--- src/rtl/traffic_generator_pkg.sv ---
// Shared types and stamp layout for the stream traffic generator.
package traffic_generator_pkg;

  typedef enum logic [1:0] {IDLE, LOAD, FRAME, GAP} tg_state_t;

  localparam int unsigned STAMP_LEN = 14;

  // Stamp byte idx of {seq, sec, 2'b00, nsec}, big-endian, idx 0 first on the wire.
  function automatic logic [7:0] stamp_byte(input int unsigned idx, input logic [31:0] seq,
                                            input logic [47:0] sec, input logic [29:0] nsec);
    logic [8*STAMP_LEN-1:0] field;
    field = {seq, sec, 2'b00, nsec};
    if (idx >= STAMP_LEN) return '0;
    return field[8*(STAMP_LEN-1-idx) +: 8];
  endfunction

endpackage

--- src/rtl/traffic_generator_stream_if.sv ---
// Frame-buffer read port and transmit byte-lane stream of the traffic generator.
interface traffic_generator_stream_if #(
  parameter int unsigned LANES          = 1,
  parameter int unsigned BUF_ADDR_WIDTH = 9
);
  logic [BUF_ADDR_WIDTH-1:0] buf_addr;
  logic [8*LANES-1:0]        buf_data;
  logic [8*LANES-1:0]        tx_d;
  logic [LANES-1:0]          tx_en;
  logic                      tx_er;

  modport master (output buf_addr, tx_d, tx_en, tx_er, input buf_data);
  modport slave  (input buf_addr, tx_d, tx_en, tx_er, output buf_data);
endinterface

--- src/rtl/tg_stamp_mux.sv ---
// Per-lane overwrite of buffer bytes with sequence/timestamp bytes by absolute frame index.
module tg_stamp_mux
  import traffic_generator_pkg::*;
#(
  parameter int unsigned LANES          = 1,
  parameter int unsigned BUF_ADDR_WIDTH = 9,
  parameter int unsigned SIZE_WIDTH     = 12
) (
  input  logic [BUF_ADDR_WIDTH:0] beat,
  input  logic                    stamp_en,
  input  logic [SIZE_WIDTH-1:0]   stamp_offset,
  input  logic [31:0]             seq,
  input  logic [47:0]             sec,
  input  logic [29:0]             nsec,
  input  logic [8*LANES-1:0]      data_in,
  output logic [8*LANES-1:0]      data_out
);
  int unsigned idx;
  int unsigned rel;

  always_comb begin
    data_out = data_in;
    idx      = 0;
    rel      = 0;
    for (int unsigned l = 0; l < LANES; l++) begin
      idx = 32'(beat) * LANES + l;
      rel = idx - 32'(stamp_offset);
      if (stamp_en && idx >= 32'(stamp_offset) && rel < STAMP_LEN)
        data_out[8*l +: 8] = stamp_byte(rel, seq, sec, nsec);
    end
  end
endmodule

--- src/rtl/traffic_generator_stream.sv ---
// Template-frame stream generator with burst shaping and optional seq/time stamping.
module traffic_generator_stream
  import traffic_generator_pkg::*;
#(
  parameter int unsigned LANES          = 1,
  parameter int unsigned BUF_ADDR_WIDTH = 9,
  parameter int unsigned SIZE_WIDTH     = 12
) (
  input  logic                      clk,
  input  logic                      resetn,
  input  logic                      run,
  input  logic [SIZE_WIDTH-1:0]     frame_size,
  input  logic [31:0]               interframe_gap,
  input  logic [31:0]               interburst_gap,
  input  logic [15:0]               frames_per_burst,
  input  logic [31:0]               total_frames,
  input  logic                      stamp_en,
  input  logic [SIZE_WIDTH-1:0]     stamp_offset,
  input  logic [47:0]               sec,
  input  logic [29:0]               nsec,
  traffic_generator_stream_if.master bus,
  output logic                      busy,
  output logic                      done,
  output logic [31:0]               frames_sent
);
  localparam int unsigned MAX_BYTES = (2**BUF_ADDR_WIDTH) * LANES;
  localparam int unsigned BW        = BUF_ADDR_WIDTH + 1;

  tg_state_t        state, state_next;
  logic             run_q;
  logic [BW-1:0]    nbeats, beat, nbeats_c;
  logic [LANES-1:0] last_keep, keep_c;
  logic [31:0]      seq, size_c, gap_cnt, gap_sel, gap_load;
  logic [47:0]      sec_q;
  logic [29:0]      nsec_q;
  logic [15:0]      burst_cnt, burst_next;
  logic [8*LANES-1:0] stamped;
  logic             last_beat, frames_left, can_start, burst_end;

  // Oversized frames clamp to the whole buffer, which always leaves full lanes on the last beat.
  always_comb begin
    size_c   = (32'(frame_size) > MAX_BYTES) ? MAX_BYTES : 32'(frame_size);
    nbeats_c = BW'((size_c + LANES - 1) / LANES);
    keep_c   = '0;
    for (int unsigned l = 0; l < LANES; l++)
      if ((size_c % LANES) == 0 || l < (size_c % LANES)) keep_c[l] = 1'b1;
  end

  always_comb begin
    last_beat   = (beat == nbeats - 1'b1);
    frames_left = (total_frames == '0) || (frames_sent < total_frames);
    can_start   = run_q && (frame_size != '0) && frames_left;
    burst_next  = burst_cnt + 1'b1;
    burst_end   = (frames_per_burst != '0) && (burst_next == frames_per_burst);
    gap_sel     = burst_end ? interburst_gap : interframe_gap;
    gap_load    = (gap_sel < 32'd2) ? '0 : gap_sel - 32'd2;
  end

  always_ff @(posedge clk) begin
    if (!resetn) state <= IDLE;
    else         state <= state_next;
  end

  always_comb begin
    state_next = state;
    case (state)
      IDLE:    if (can_start) state_next = LOAD;
      LOAD:    state_next = FRAME;
      FRAME:   if (last_beat) state_next = GAP;
      GAP:     if (gap_cnt == '0) state_next = can_start ? LOAD : IDLE;
      default: state_next = IDLE;
    endcase
  end

  tg_stamp_mux #(
    .LANES(LANES),
    .BUF_ADDR_WIDTH(BUF_ADDR_WIDTH),
    .SIZE_WIDTH(SIZE_WIDTH)
  ) u_stamp (
    .beat(beat),
    .stamp_en(stamp_en),
    .stamp_offset(stamp_offset),
    .seq(seq),
    .sec(sec_q),
    .nsec(nsec_q),
    .data_in(bus.buf_data),
    .data_out(stamped)
  );

  // Address runs one beat ahead of the beat being sent to absorb the buffer read latency.
  always_ff @(posedge clk) begin
    if (!resetn) begin
      run_q        <= 1'b0;
      bus.buf_addr <= '0;
      bus.tx_d     <= '0;
      bus.tx_en    <= '0;
      frames_sent  <= '0;
      burst_cnt    <= '0;
      nbeats       <= '0;
      beat         <= '0;
      last_keep    <= '0;
      seq          <= '0;
      sec_q        <= '0;
      nsec_q       <= '0;
      gap_cnt      <= '0;
    end else begin
      run_q        <= run;
      bus.buf_addr <= (state_next == FRAME) ? bus.buf_addr + 1'b1 : '0;
      bus.tx_d     <= '0;
      bus.tx_en    <= '0;
      case (state)
        IDLE: if (!run_q) begin
          frames_sent <= '0;
          burst_cnt   <= '0;
        end
        LOAD: begin
          nbeats    <= nbeats_c;
          last_keep <= keep_c;
          seq       <= frames_sent;
          sec_q     <= sec;
          nsec_q    <= nsec;
          beat      <= '0;
        end
        FRAME: begin
          bus.tx_d  <= stamped;
          bus.tx_en <= last_beat ? last_keep : '1;
          beat      <= beat + 1'b1;
          if (last_beat) begin
            frames_sent <= frames_sent + 1'b1;
            burst_cnt   <= burst_end ? '0 : burst_next;
            gap_cnt     <= gap_load;
          end
        end
        GAP: if (gap_cnt != '0) gap_cnt <= gap_cnt - 1'b1;
        default: ;
      endcase
    end
  end

  assign bus.tx_er = 1'b0;
  assign busy      = (state != IDLE);
  assign done      = (total_frames != '0) && (frames_sent == total_frames);
endmodule

--- src/flat_wrapper.sv ---
// flat-port wrapper written by rule: the top's interface ports become plain ports
module traffic_generator_stream_flat import traffic_generator_pkg::*;
#(
  parameter int unsigned LANES          = 1,
  parameter int unsigned BUF_ADDR_WIDTH = 9,
  parameter int unsigned SIZE_WIDTH     = 12
)
  (clk, resetn, run, frame_size, interframe_gap, interburst_gap, frames_per_burst, total_frames, stamp_en, stamp_offset, sec, nsec, busy, done, frames_sent, bus_buf_addr, bus_tx_d, bus_tx_en, bus_tx_er, bus_buf_data);
  traffic_generator_stream_if #(.LANES(LANES), .BUF_ADDR_WIDTH(BUF_ADDR_WIDTH)) bus_i ();
  input  logic clk;
  input  logic resetn;
  input  logic run;
  input  logic [SIZE_WIDTH-1:0] frame_size;
  input  logic [31:0] interframe_gap;
  input  logic [31:0] interburst_gap;
  input  logic [15:0] frames_per_burst;
  input  logic [31:0] total_frames;
  input  logic stamp_en;
  input  logic [SIZE_WIDTH-1:0] stamp_offset;
  input  logic [47:0] sec;
  input  logic [29:0] nsec;
  output logic busy;
  output logic done;
  output logic [31:0] frames_sent;
  output wire logic [$bits(bus_i.buf_addr)-1:0] bus_buf_addr;
  output wire logic [$bits(bus_i.tx_d)-1:0] bus_tx_d;
  output wire logic [$bits(bus_i.tx_en)-1:0] bus_tx_en;
  output wire logic [$bits(bus_i.tx_er)-1:0] bus_tx_er;
  input wire logic [$bits(bus_i.buf_data)-1:0] bus_buf_data;
  assign bus_buf_addr = bus_i.buf_addr;
  assign bus_tx_d = bus_i.tx_d;
  assign bus_tx_en = bus_i.tx_en;
  assign bus_tx_er = bus_i.tx_er;
  assign bus_i.buf_data = bus_buf_data;
  traffic_generator_stream #(.LANES(LANES), .BUF_ADDR_WIDTH(BUF_ADDR_WIDTH), .SIZE_WIDTH(SIZE_WIDTH)) u_core (.clk(clk), .resetn(resetn), .run(run), .frame_size(frame_size), .interframe_gap(interframe_gap), .interburst_gap(interburst_gap), .frames_per_burst(frames_per_burst), .total_frames(total_frames), .stamp_en(stamp_en), .stamp_offset(stamp_offset), .sec(sec), .nsec(nsec), .bus(bus_i), .busy(busy), .done(done), .frames_sent(frames_sent));
endmodule
--- config.mk ---
export PLATFORM = sky130hd
export DESIGN_NAME = traffic_generator_stream_flat
export DESIGN_NICKNAME = d
export VERILOG_FILES = /design/src/rtl/traffic_generator_pkg.sv /design/src/rtl/traffic_generator_stream_if.sv /design/src/rtl/tg_stamp_mux.sv /design/src/rtl/traffic_generator_stream.sv /design/src/flat_wrapper.sv
export SDC_FILE = /design/constraint.sdc
export NUM_CORES = 1
export LEC_CHECK = 0
export CAP_MARGIN = 20
export CORE_ASPECT_RATIO = 2
export CORE_MARGIN = 2
export CORE_UTILIZATION = 60
export DETAILED_ROUTE_END_ITERATION = 6
export DONT_BUFFER_PORTS = 1
export PLACE_DENSITY = 0.8
export SLEW_MARGIN = 10
export SYNTH_ARGS = -nofsm -noshare
export SYNTH_HDL_FRONTEND = slang
export SYNTH_HIERARCHICAL = 1
export SYNTH_SLANG_ARGS = --single-unit
--- constraint.sdc ---
create_clock -name clk -period 13.4 [get_ports clk]
set_input_delay 4.02 -clock clk [delete_from_list [all_inputs] [get_ports clk]]
set_output_delay 4.02 -clock clk [all_outputs]
set_load 0.02 [all_outputs]
; After elaboration in Yosys (flattened, before gate mapping)
; Index checks and enable logic that the tools add are counted.
[totals]
regBits = 232
elab_cells = 89
ram_bits = 0
memories = 0
latch_bits = 0
input_bits = 226
output_inout_bits = 53
romBits = 0
[op_classes]
shifts = 1
n_mul = 0
reduce_logical = 22
n_mux = 25
eq_ne = 10
n_bitwise = 0
n_lt_le_gt_ge = 6
div = 0
add_sub_neg = 11
[ops]
columns = cell, n
row1 = 32-bit 2-to-1 mux, 6
row2 = 32-bit case mux with 2 select lines, 2
row3 = 112-bit by 33-bit variable part select with 8-bit output, 1
row4 = 32-bit logical NOT, 2
row5 = 32-bit nonzero test, 2
row6 = 16-bit 2-to-1 mux, 3
row7 = 32-bit by 1-bit adder with 32-bit output (second input constant), 1
row8 = 32-bit equality test, 1
row9 = 32-bit by 4-bit >= comparator with 1-bit output (second input constant), 1
row10 = 32-bit by 2-bit less-than comparator with 1-bit output (second input constant), 1
row11 = 32-bit less-than comparator, 1
row12 = 32-bit by 4-bit less-than comparator with 1-bit output (second input constant), 1
row13 = 16-bit case mux with 2 select lines, 1
row14 = 32-bit by 1-bit subtractor with 32-bit output (second input constant), 1
row15 = 32-bit by 2-bit subtractor with 32-bit output (second input constant), 1
row16 = 8-bit 2-to-1 mux, 3
row17 = 10-bit by 1-bit adder with 10-bit output (second input constant), 2
row18 = 10-bit case mux with 2 select lines, 1
row19 = 10-bit by 1-bit subtractor with 10-bit output (second input constant), 2
row20 = 16-bit by 1-bit adder with 16-bit output (second input constant), 1
row21 = 16-bit equality test, 1
row22 = 16-bit nonzero test, 1
row23 = 5-bit by 13-bit subtractor with 14-bit output (first input constant), 1
row24 = 10-bit by 12-bit subtractor with 13-bit output, 1
row25 = other kinds (19), 37

; Logic depth before layout (Yosys ltp)
; Gate-level depths: netlist of run 1.
[depth]
depth_word = 8
depth_mapped = 22

; Cells and area by module
; The synthesis of run 1 kept the hierarchy.
[by_module_without_submodules]
columns = module, area_per_inst_um2, cells_per_inst, seq_area_each_um2, n_inst
row1 = traffic_generator_stream, 13231.4, 1560, 4644.5, 1
row2 = tg_stamp_mux, 1636.6, 174, 0.0, 1

; Least setup slack after synthesis of run 1
; No wires, ideal clock.
[synth_timing]
kind = in2out
start = in total_frames[27]
end = out done
path_stages = 6
path_slack_ps = 4048
t_arrival_ps = 5332
path_buffers = 0
cell_sequence = inv_1 ha_1 nand4_1 nor3_1 nand4_1 nor3_1
[synth_between]
elab_chain_len = 2
[synth_lines]
columns = element, line_no
row1 = "start, declared", flat_wrapper.sv:17  ; input logic [31:0] total_frames;
row2 = 32-bit equality test or 32-bit nonzero test (tied branches), traffic_generator_stream.sv:142  ; assign done = (total_frames != '0) && (frames_sent == total_frames);
row3 = 1-bit logical AND *, traffic_generator_stream.sv:142
row4 = "end, declared", flat_wrapper.sv:23  ; output logic done;
; Mark *: on every way between the ends. The rest lies on a longest branch, timed or not.

; Final worst setup path of run 1
[layout_timing]
start = in total_frames[26]
end = out done
; Same word-level chain as after synthesis.

==> results of run 1 <==
==> layout by cell type (no fill, tap or decap), drive strengths merged, types with 22 or more instances in the layout <==
master / count
o21ai: 83
ha: 55
nor2b: 133
nor3: 65
nand3: 59
xor2: 64
nor2: 121
nand4: 26
clkbuf: 31
inv: 62
a21oi: 54
nor4: 48
dfxtp: 232
nand2: 120
mux4: 22
mux2i: 139
or3: 22
xnor2: 56
and3: 29
==> sequential cells by signal (all words and copies together) (netlist names) <==
name,flops
u_core/seq,32
u_core/frames_sent,32
u_core/sec_q,48
u_core/last_keep,1
u_core/bus.buf_addr,9
u_core/burst_cnt,16
u_core/run_q,1
u_core/gap_cnt,32
u_core/bus.tx_en,1
u_core/nsec_q,30
u_core/state,2
u_core/bus.tx_d,8
u_core/beat,10
u_core/nbeats,10
==> critical path, cell delays in order <==
cell and delay, ps:
inv_1 20, ha_1 300, nand4_1 110, nor3_1 410
nand4_1 190, nor3_1 690
==> per-stage QoR <==
stage	hold WS [ps]	setup slack, ps	instances	util	area, µm²
floorplan	428.3	4048	1734	-	14870
global placement	436.0	3686	1989	0.6152	15030
detailed placement	447.0	3615	1989	0.6152	15030
CTS	461.5	3613	2026	0.6438	15730
global route	500.6	3447	2028	0.6446	15750
finish	462.7	3647	2028	0.6446	15750
==> worst min path at each step <==
stage                                        from                       endpoint  slack (ps)  depth (start not counted)
floorplan           u_core/last_keep$_SDFFE_PN0N_  u_core/last_keep$_SDFFE_PN0N_         430                          1
global placement    u_core/last_keep$_SDFFE_PN0N_  u_core/last_keep$_SDFFE_PN0N_         440                          1
detailed placement  u_core/last_keep$_SDFFE_PN0N_  u_core/last_keep$_SDFFE_PN0N_         450                          1
CTS                 u_core/last_keep$_SDFFE_PN0N_  u_core/last_keep$_SDFFE_PN0N_         460                          1
global route        u_core/last_keep$_SDFFE_PN0N_  u_core/last_keep$_SDFFE_PN0N_         500                          1
finish              u_core/last_keep$_SDFFE_PN0N_  u_core/last_keep$_SDFFE_PN0N_         460                          1
==> cell type report <==
cell class                 instances  area share
clock buffer                      31     0.04164
clock inverter                     6    0.002781
inverter                          62     0.01478
multi-input combinational       1356      0.6148
sequential                       232      0.2950
tap                              332     0.02638
timing repair buffer               9    0.004609
==> logic make-up (layout without fill, tap and decap cells) <==
| kind of cell | Yosys count | in the layout | share of synthesized area |
|---|---|---|---|
| AOI/OAI and AO/OA | 304 | 304 | 0.1378 |
| xor gates and xnor gates | 122 | 122 | 0.07431 |
| adders and majority gates | 56 | 56 | 0.04763 |
| buffers and inverters | 146 | 108 | 0.03821 |
| DFF | 232 | 232 | 0.3124 |
| muxes | 176 | 176 | 0.1383 |
| other | 1 | 1 | 0.0002522 |
| and+or+nand+nor | 697 | 697 | 0.2512 |
==> per-layer routing <==
layer / part of all wire / wire length [µm] / vias up
li1: - / - / 6149
met1: 0.33 / 13650 / 5965
met2: 0.53 / 22010 / 487
met3: 0.071 / 2932 / 125
met4: 0.063 / 2578 / 0
met5: 0 / 0 / -
==> where the power goes <==
part	total (W)	internal, W	switching [W]
Combinational	0.000463	0.000183	0.000281
Clock	0.000608	0.000342	0.000266
Sequential	0.000757	0.000725	0.0000324
==> flow_summary.json, run 1 <==
{
  "rsz0062_at_grt": "false",
  "yosysTopAreaCell": "dfxtp_1",
  "die_h_um": 226.6,
  "path_class": "in2out",
  "layout-drive-gt1-share": 0.05837,
  "finalCriticalPeriod_ps": 9753,
  "cp.required_ps": 9380,
  "dr.first_iter.drc_count": 699,
  "r2r_start": "u_core/burst_cnt[0]$_SDFFE_PN0P_",
  "finalSetupViolCount": 0,
  "worst-path-max-fanout": 3,
  "grt_use_met1": 0.2839,
  "numCtsBuffers": 22,
  "status": "finished, final reports clean",
  "viasPerCell": 6.275,
  "ys_seq_elements": 232,
  "design.core.area_mm2": 0.02442,
  "synth_area_mm2": 0.01487,
  "nets": 1965,
  "ys.flop_type": "dfxtp_1",
  "power_w": 0.001829,
  "grt.busiest_layer": "met2",
  "antenna_found_initial": 0,
  "clock_path_buffers": 3,
  "ys_types": 86,
  "worst_pin_slew_ps": 1129,
  "drt_pass1_iterations": 5,
  "setup_tns_ps": 0,
  "end_kind": "output pin",
  "antennaDiodeCount": 0,
  "die_w_um": 115.3,
  "maxCapViolCount": 0,
  "avgSynthCellArea_um2": 8.574,
  "post_drt_wl_per_cell_um": 20.30,
  "fill_cells": 2075,
  "root_buffer": "clkbuf_16",
  "use_met2": 0.5795,
  "fin_crit_sh": 0.7279,
  "cp-startpoint": "total_frames[26]",
  "holdBufCountCts": 0,
  "synth_area_leaders": "dfxtp_1 31%, mux2i_1 9.4%, nor2b_1 5.6%, ha_1 4.6%, xor2_1 3.7%",
  "synth_commonest_cells": "232 x dfxtp_1, 139 x mux2i_1, 133 x nor2b_1, 120 x nand2_1, 120 x nor2_1",
  "grt_pass1_wl_mm": 63.29,
  "gp_congestion": 0.9599,
  "yosys_warnings": 6,
  "dieArea_mm2": 0.02613,
  "drv_slew": 0,
  "irDropWorstVdd_mv": 0.1113,
  "grt_max_degree": 177,
  "rows": 81,
  "synth_cells": 1734,
  "crit_arrival_ps": 5730,
  "critPathLaunchType": "input port",
  "finalHoldViolCount": 0,
  "fin_skew_ps": 8.606,
  "clk_latency_ps": 510,
  "grt_pass1_vias": 12780,
  "reg2reg_to": "u_core/gap_cnt[31]$_SDFFE_PN0P_",
  "grtUsageMet3": 0.06549,
  "io_pins": 279,
  "multiInputGateArea_mm2": 0.009681,
  "synth_most_common_cell": "dfxtp_1",
  "grt.total_usage": 0.3035,
  "synth_edf_count": 0,
  "cts_setup_buffers": 0,
  "clk_pin_slew_ps": 60,
  "endpoint": "done",
  "start_util": 0.6087,
  "register_area_mm2": 0.004644,
  "p_leak_nw": 5.540,
  "ant_nets": 0,
  "yosysTopAreaCellShare": 0.3124,
  "post_cts_resized": 0,
  "hold_path.class": "reg2reg",
  "syn-num-nets": 2016,
  "pwr_density_cell_mw_per_mm2": 116.2,
  "r2r_setup_slack_ps": 7570,
  "grt.overflow.total": 0,
  "cts_tree": "yes",
  "htree_levels": 1,
  "hpwl_mm": 31.57,
  "synthArstFlopShare": 0,
  "r2r_cells": 18,
  "yosysSeqAreaShare": 0.3124,
  "vias": 12726,
  "remaining_drc_errors": 0,
  "syn_to_final_growth_pct": 5.899,
  "port_buffers": 0,
  "cts.sinks": 232,
  "max_freq_mhz": 102.5,
  "postRouteWirelength_mm": 41.18,
  "slew_headroom": 0.2444
}
No activity file was read; power rests on OpenSTA's default activity.
==> inputs of run 2 (changes only) <==
- clock period: 13.4 -> 9.4 ns (I/O delays scaled with it)
==> run 2 against run 1 <==
Combinational power grew 44%. Sequential power grew 43%. Largest power group unchanged. Critical path type unchanged. Clock power grew 55%. Non-clock buffer count grew 1.
==> flow_summary.json, run 2 (synthesis results as in run 1) <==
{
  "die_h_um": 226.6,
  "holdBufCountCts": 0,
  "post_cts_resized": 0,
  "syn_to_final_growth_pct": 6.404,
  "hpwl_mm": 31.28,
  "irDropWorstVdd_mv": 0.1140,
  "multiInputGateArea_mm2": 0.009681,
  "grtUsageMet3": 0.07752,
  "root_buffer": "clkbuf_16",
  "drt_pass1_iterations": 5,
  "post_drt_wl_per_cell_um": 20.40,
  "p_int_w": 0.001851,
  "largest-register": "u_core/sec_q",
  "cts_setup_buffers": 0,
  "status": "finished, final reports clean",
  "viasPerCell": 6.300,
  "rsz0062_at_grt": "false",
  "remaining_drc_errors": 0,
  "antennaDiodeCount": 0,
  "drv_slew": 0,
  "clock_path_buffers": 3,
  "pwr_density_cell_mw_per_mm2": 170.0,
  "hold_path.class": "reg2reg",
  "grt_pass1_wl_mm": 63.70,
  "worst-path-max-fanout": 3,
  "postRouteWirelength_mm": 41.46,
  "ant_nets": 0,
  "grt_pass1_vias": 12865,
  "pwr-share-comb": 0.248,
  "pwr-share-clk": 0.351,
  "finalSetupViolCount": 0,
  "htree_levels": 1,
  "grt_max_degree": 177,
  "cp.required_ps": 6580,
  "seq_power_share": 0.401,
  "finalHoldViolCount": 0,
  "nets": 1966,
  "io_pins": 279,
  "design.core.area_mm2": 0.02442,
  "layout_common_cells": "232 x dfxtp_1, 139 x mux2i_1, 133 x nor2b_1",
  "largest_reg_flops": 48,
  "setup_tns_ps": 0,
  "finalCriticalPeriod_ps": 7334,
  "layout-drive-gt1-share": 0.06059,
  "end_kind": "output pin",
  "dr.first_iter.drc_count": 786,
  "p_leak_nw": 5.575,
  "worst_pin_slew_ps": 1087,
  "start_util": 0.6087,
  "path_class": "in2out",
  "maxCapViolCount": 0,
  "final_common_cell": "dfxtp_1",
  "clk_pin_slew_ps": 60,
  "cts_tree": "yes",
  "slew_headroom": 0.2725,
  "final_util": 0.6477,
  "power_switching_w": 0.0008376,
  "fin_skew_ps": 16.88,
  "antenna_found_initial": 0,
  "gp_congestion": 0.9477,
  "numCtsBuffers": 22,
  "grt_use_met1": 0.2797,
  "grt.busiest_layer": "met2",
  "fin_crit_sh": 0.7802,
  "fill_cells": 1968,
  "grt.total_usage": 0.3072,
  "dieArea_mm2": 0.02613,
  "port_buffers": 0,
  "clk_latency_ps": 520,
  "cts.sinks": 232,
  "grt.overflow.total": 0,
  "register_area_mm2": 0.004644,
  "max_freq_mhz": 136.4,
  "swShare": 0.3115,
  "vias": 12802,
  "critPathLaunchType": "input port",
  "die_w_um": 115.3,
  "crit_arrival_ps": 4510,
  "use_met2": 0.5695,
  "rows": 81
}
-- run 2: cell count changes in the layout (fill, tap and decap cells not counted) --
cell / before / now
inv_6: 2 / 1
buf_4: 7 / 8
bufinv_16: 0 / 3
clkinv_4: 1 / 0
clkinvlp_4: 1 / 2
clkinv_2: 2 / 5
clkbuf_8: 5 / 3
-- run 2: layer usage --
metal  vias up  part of all wire
met3       162             0.080
met1      5914              0.32
met4         0             0.077
li1       6158                 -
met2       568              0.52
met5         -                 0
-- run 2: metrics by stage --
stage	area (µm²)	instances	hold slack [ps]	worst slack (ps)	power, W
after floorplan	14870	1734	428.3	1736	0.001610
after global placement	15030	1990	437.1	1872	0.001735
after detailed placement	15030	1990	449.9	1751	0.001750
after CTS	15800	2030	465.3	2048	0.002693
after global routing	15820	2032	488.9	1877	0.002804
final	15820	2032	466.5	2066	0.002689
-- run 2: path summary, 6_finish.rpt --
check	from	to	slack (ps)	depth (start not counted)
worst min register to register	u_core/last_keep$_SDFFE_PN0N_	u_core/last_keep$_SDFFE_PN0N_	470	1
worst min-delay path	u_core/last_keep$_SDFFE_PN0N_	u_core/last_keep$_SDFFE_PN0N_	470	1
worst max-delay path	total_frames[26]	done	2070	6
worst max register to register	u_core/burst_cnt[0]$_SDFFE_PN0P_	u_core/gap_cnt[31]$_SDFFE_PN0P_	3610	15
-- run 2: power by group through the flow --
stage	logic (W)	clock network [W]	registers [W]
final	0.000666	0.000944	0.00108
after global routing	0.000726	0.000995	0.00108
after CTS	0.000655	0.000960	0.00108
after detailed placement	0.000650	0	0.00110
after global placement	0.000638	0	0.00110
after floorplan	0.000523	0	0.00109
-- run 2: area by class of cell --
| cell class | instances | share of cell area |
|---|---|---|
| clock buffers | 29 | 0.03970 |
| flip-flops and latches | 232 | 0.2936 |
| repair buffers | 10 | 0.005062 |
| inverters | 62 | 0.01471 |
| well taps | 332 | 0.02626 |
| multi-input cells | 1356 | 0.6119 |
| clock inverters | 11 | 0.008779 |
-- run 2: critical path: stages --
cell and delay (ps):
inv_1 30, ha_1 290, nand4_1 110, nor3_1 400, nand4_1 170, nor3_1 710
==> inputs of run 3 (changes only) <==
- clock period: 9.4 -> 7.4 ns (I/O delays scaled with it)
==> run 3 against run 2 <==
Non-clock buffer count is the same. Via count grew 0.18%. Critical path depth grew 10. Critical endpoint is now u_core/gap_cnt[31]$_SDFFE_PN0P_. Highest routed layer unchanged.
==> flow_summary.json, run 3 (synthesis results as in run 1) <==
{
  "layout.cells.non_filler": 2032,
  "crit_family": "simple AND/OR/NAND/NOR gates",
  "post_drt_wl_per_cell_um": 20.43,
  "die_h_um": 226.6,
  "placed_cells": 1991,
  "port_buffers": 0,
  "grt.overflow.total": 0,
  "drv_slew": 0,
  "critical_path_depth": 16,
  "maxCapViolCount": 0,
  "irDropWorstVdd_mv": 0.1801,
  "largest_reg_flops": 48,
  "path_buf_inv": 1,
  "grt_max_degree": 177,
  "antennaDiodeCount": 0,
  "nets": 1966,
  "post_cts_resized": 0,
  "layout_common_cells": "232 x dfxtp_1, 139 x mux2i_1, 133 x nor2b_1",
  "r2r_setup_slack_ps": 1580,
  "remaining_drc_errors": 0,
  "io_pins": 279,
  "numCtsBuffers": 22,
  "gp_congestion": 0.9387,
  "finalCriticalPeriod_ps": 6643,
  "p_leak_nw": 5.614,
  "worst-path-max-fanout": 6,
  "grt.total_usage": 0.3036,
  "final_common_cell": "dfxtp_1",
  "root_buffer": "clkbuf_16",
  "path_cells": "xnor2_1 -> or4b_1 -> o221ai_1 -> nand4bb_1 -> a2111oi_4 -> mux2i_1 -> ha_1 -> inv_1 -> or4_1 -> or2_2 -> nor3_2 -> nand2_1 -> mux2_2 -> or3b_2 -> a21oi_1 -> o21a_1",
  "worst_pin_slew_ps": 1099,
  "layout_setup_ws_ps": 756.6,
  "min_path_cells": 1,
  "cp.required_ps": 7860,
  "end_kind": "flop",
  "antenna_found_initial": 0,
  "cts.sinks": 232,
  "hold_path.class": "reg2reg",
  "dieArea_mm2": 0.02613,
  "cts_setup_buffers": 0,
  "die_w_um": 115.3,
  "pwr_density_cell_mw_per_mm2": 219.3,
  "largest-register": "u_core/sec_q",
  "htree_levels": 1,
  "design.core.area_mm2": 0.02442,
  "cts_tree": "yes",
  "syn_to_final_growth_pct": 6.833,
  "finalHoldViolCount": 0,
  "critPathLaunchType": "input port",
  "layout-drive-gt1-share": 0.06118,
  "drt_pass1_iterations": 7,
  "rsz0062_at_grt": "false",
  "clk_latency_ps": 510,
  "holdBufCountCts": 0,
  "postRouteWirelength_mm": 41.52,
  "finalSetupViolCount": 0,
  "hpwl_mm": 31.54,
  "status": "finished, final reports clean",
  "rows": 81,
  "grt_pass1_vias": 12698,
  "r2r_cells": 17,
  "vias": 12825,
  "max_freq_mhz": 150.5,
  "crit_path_top_delay_cell": "a2111oi_4",
  "fin_skew_ps": 12.00,
  "crit_arrival_ps": 7100,
  "ant_nets": 0,
  "start_util": 0.6087,
  "slowest_delay_ps": 640,
  "clk_pin_slew_ps": 70,
  "pre_cts_slack_ps": 291.6,
  "dr.first_iter.drc_count": 787,
  "setup_tns_ps": 0,
  "slew_headroom": 0.2653,
  "viasPerCell": 6.312,
  "grt_pass1_wl_mm": 63.02,
  "clock_path_buffers": 3,
  "path_class": "in2reg",
  "fin_crit_sh": 0.8978
}
-- run 3: changes by cell type in the layout (fill, tap and decap cells not counted), sizes merged --
| cell | previous run | this run |
|---|---|---|
| clkinv | 7 | 5 |
| bufinv | 3 | 4 |
| clkbuf | 29 | 33 |
| inv | 61 | 60 |
| clkinvlp | 2 | 0 |
-- run 3: power breakdown --
| group | internal [W] | switching (W) | total [W] |
|---|---|---|---|
| Clock | 0.000786 | 0.000484 | 0.00127 |
| Sequential | 0.00131 | 0.0000581 | 0.00137 |
| Combinational | 0.000334 | 0.000509 | 0.000842 |
-- run 3: cell type report --
class	instances	area (µm²)
repair buffers	10	82.58
fillers	2014	8541
well taps	332	415.4
inverters	62	232.7
clock buffers	33	693.2
flip-flops and latches	232	4644
multi-input cells	1356	9681
clock inverters	7	135.1
-- run 3: worst paths after layout --
path	startpoint	end
worst max-delay path	frames_per_burst[10]	u_core/gap_cnt[31]$_SDFFE_PN0P_
worst min-delay path	u_core/last_keep$_SDFFE_PN0N_	u_core/last_keep$_SDFFE_PN0N_
worst max register to register	u_core/burst_cnt[0]$_SDFFE_PN0P_	u_core/gap_cnt[31]$_SDFFE_PN0P_
worst min register to register	u_core/last_keep$_SDFFE_PN0N_	u_core/last_keep$_SDFFE_PN0N_
-- run 3: per-stage QoR --
step                power (W)  hold slack (ps)    util  cell area (µm²)
floorplan            0.002045            428.3       -            14870
global placement     0.002206            437.6  0.6158            15040
detailed placement   0.002222            463.8  0.6158            15040
CTS                  0.003486            479.8  0.6497            15870
global route         0.003627            499.2  0.6503            15880
finish               0.003483            472.8  0.6503            15880
-- run 3: layer usage --
metal  share of wire  wire [µm]  up-vias  global-route usage
li1                -          -     6164                   -
met1            0.33      13720     6025              0.2821
met2            0.52      21750      493              0.5678
met3           0.075       3121      143             0.07298
met4           0.070       2919        0              0.2025
met5               0          0        -                   0
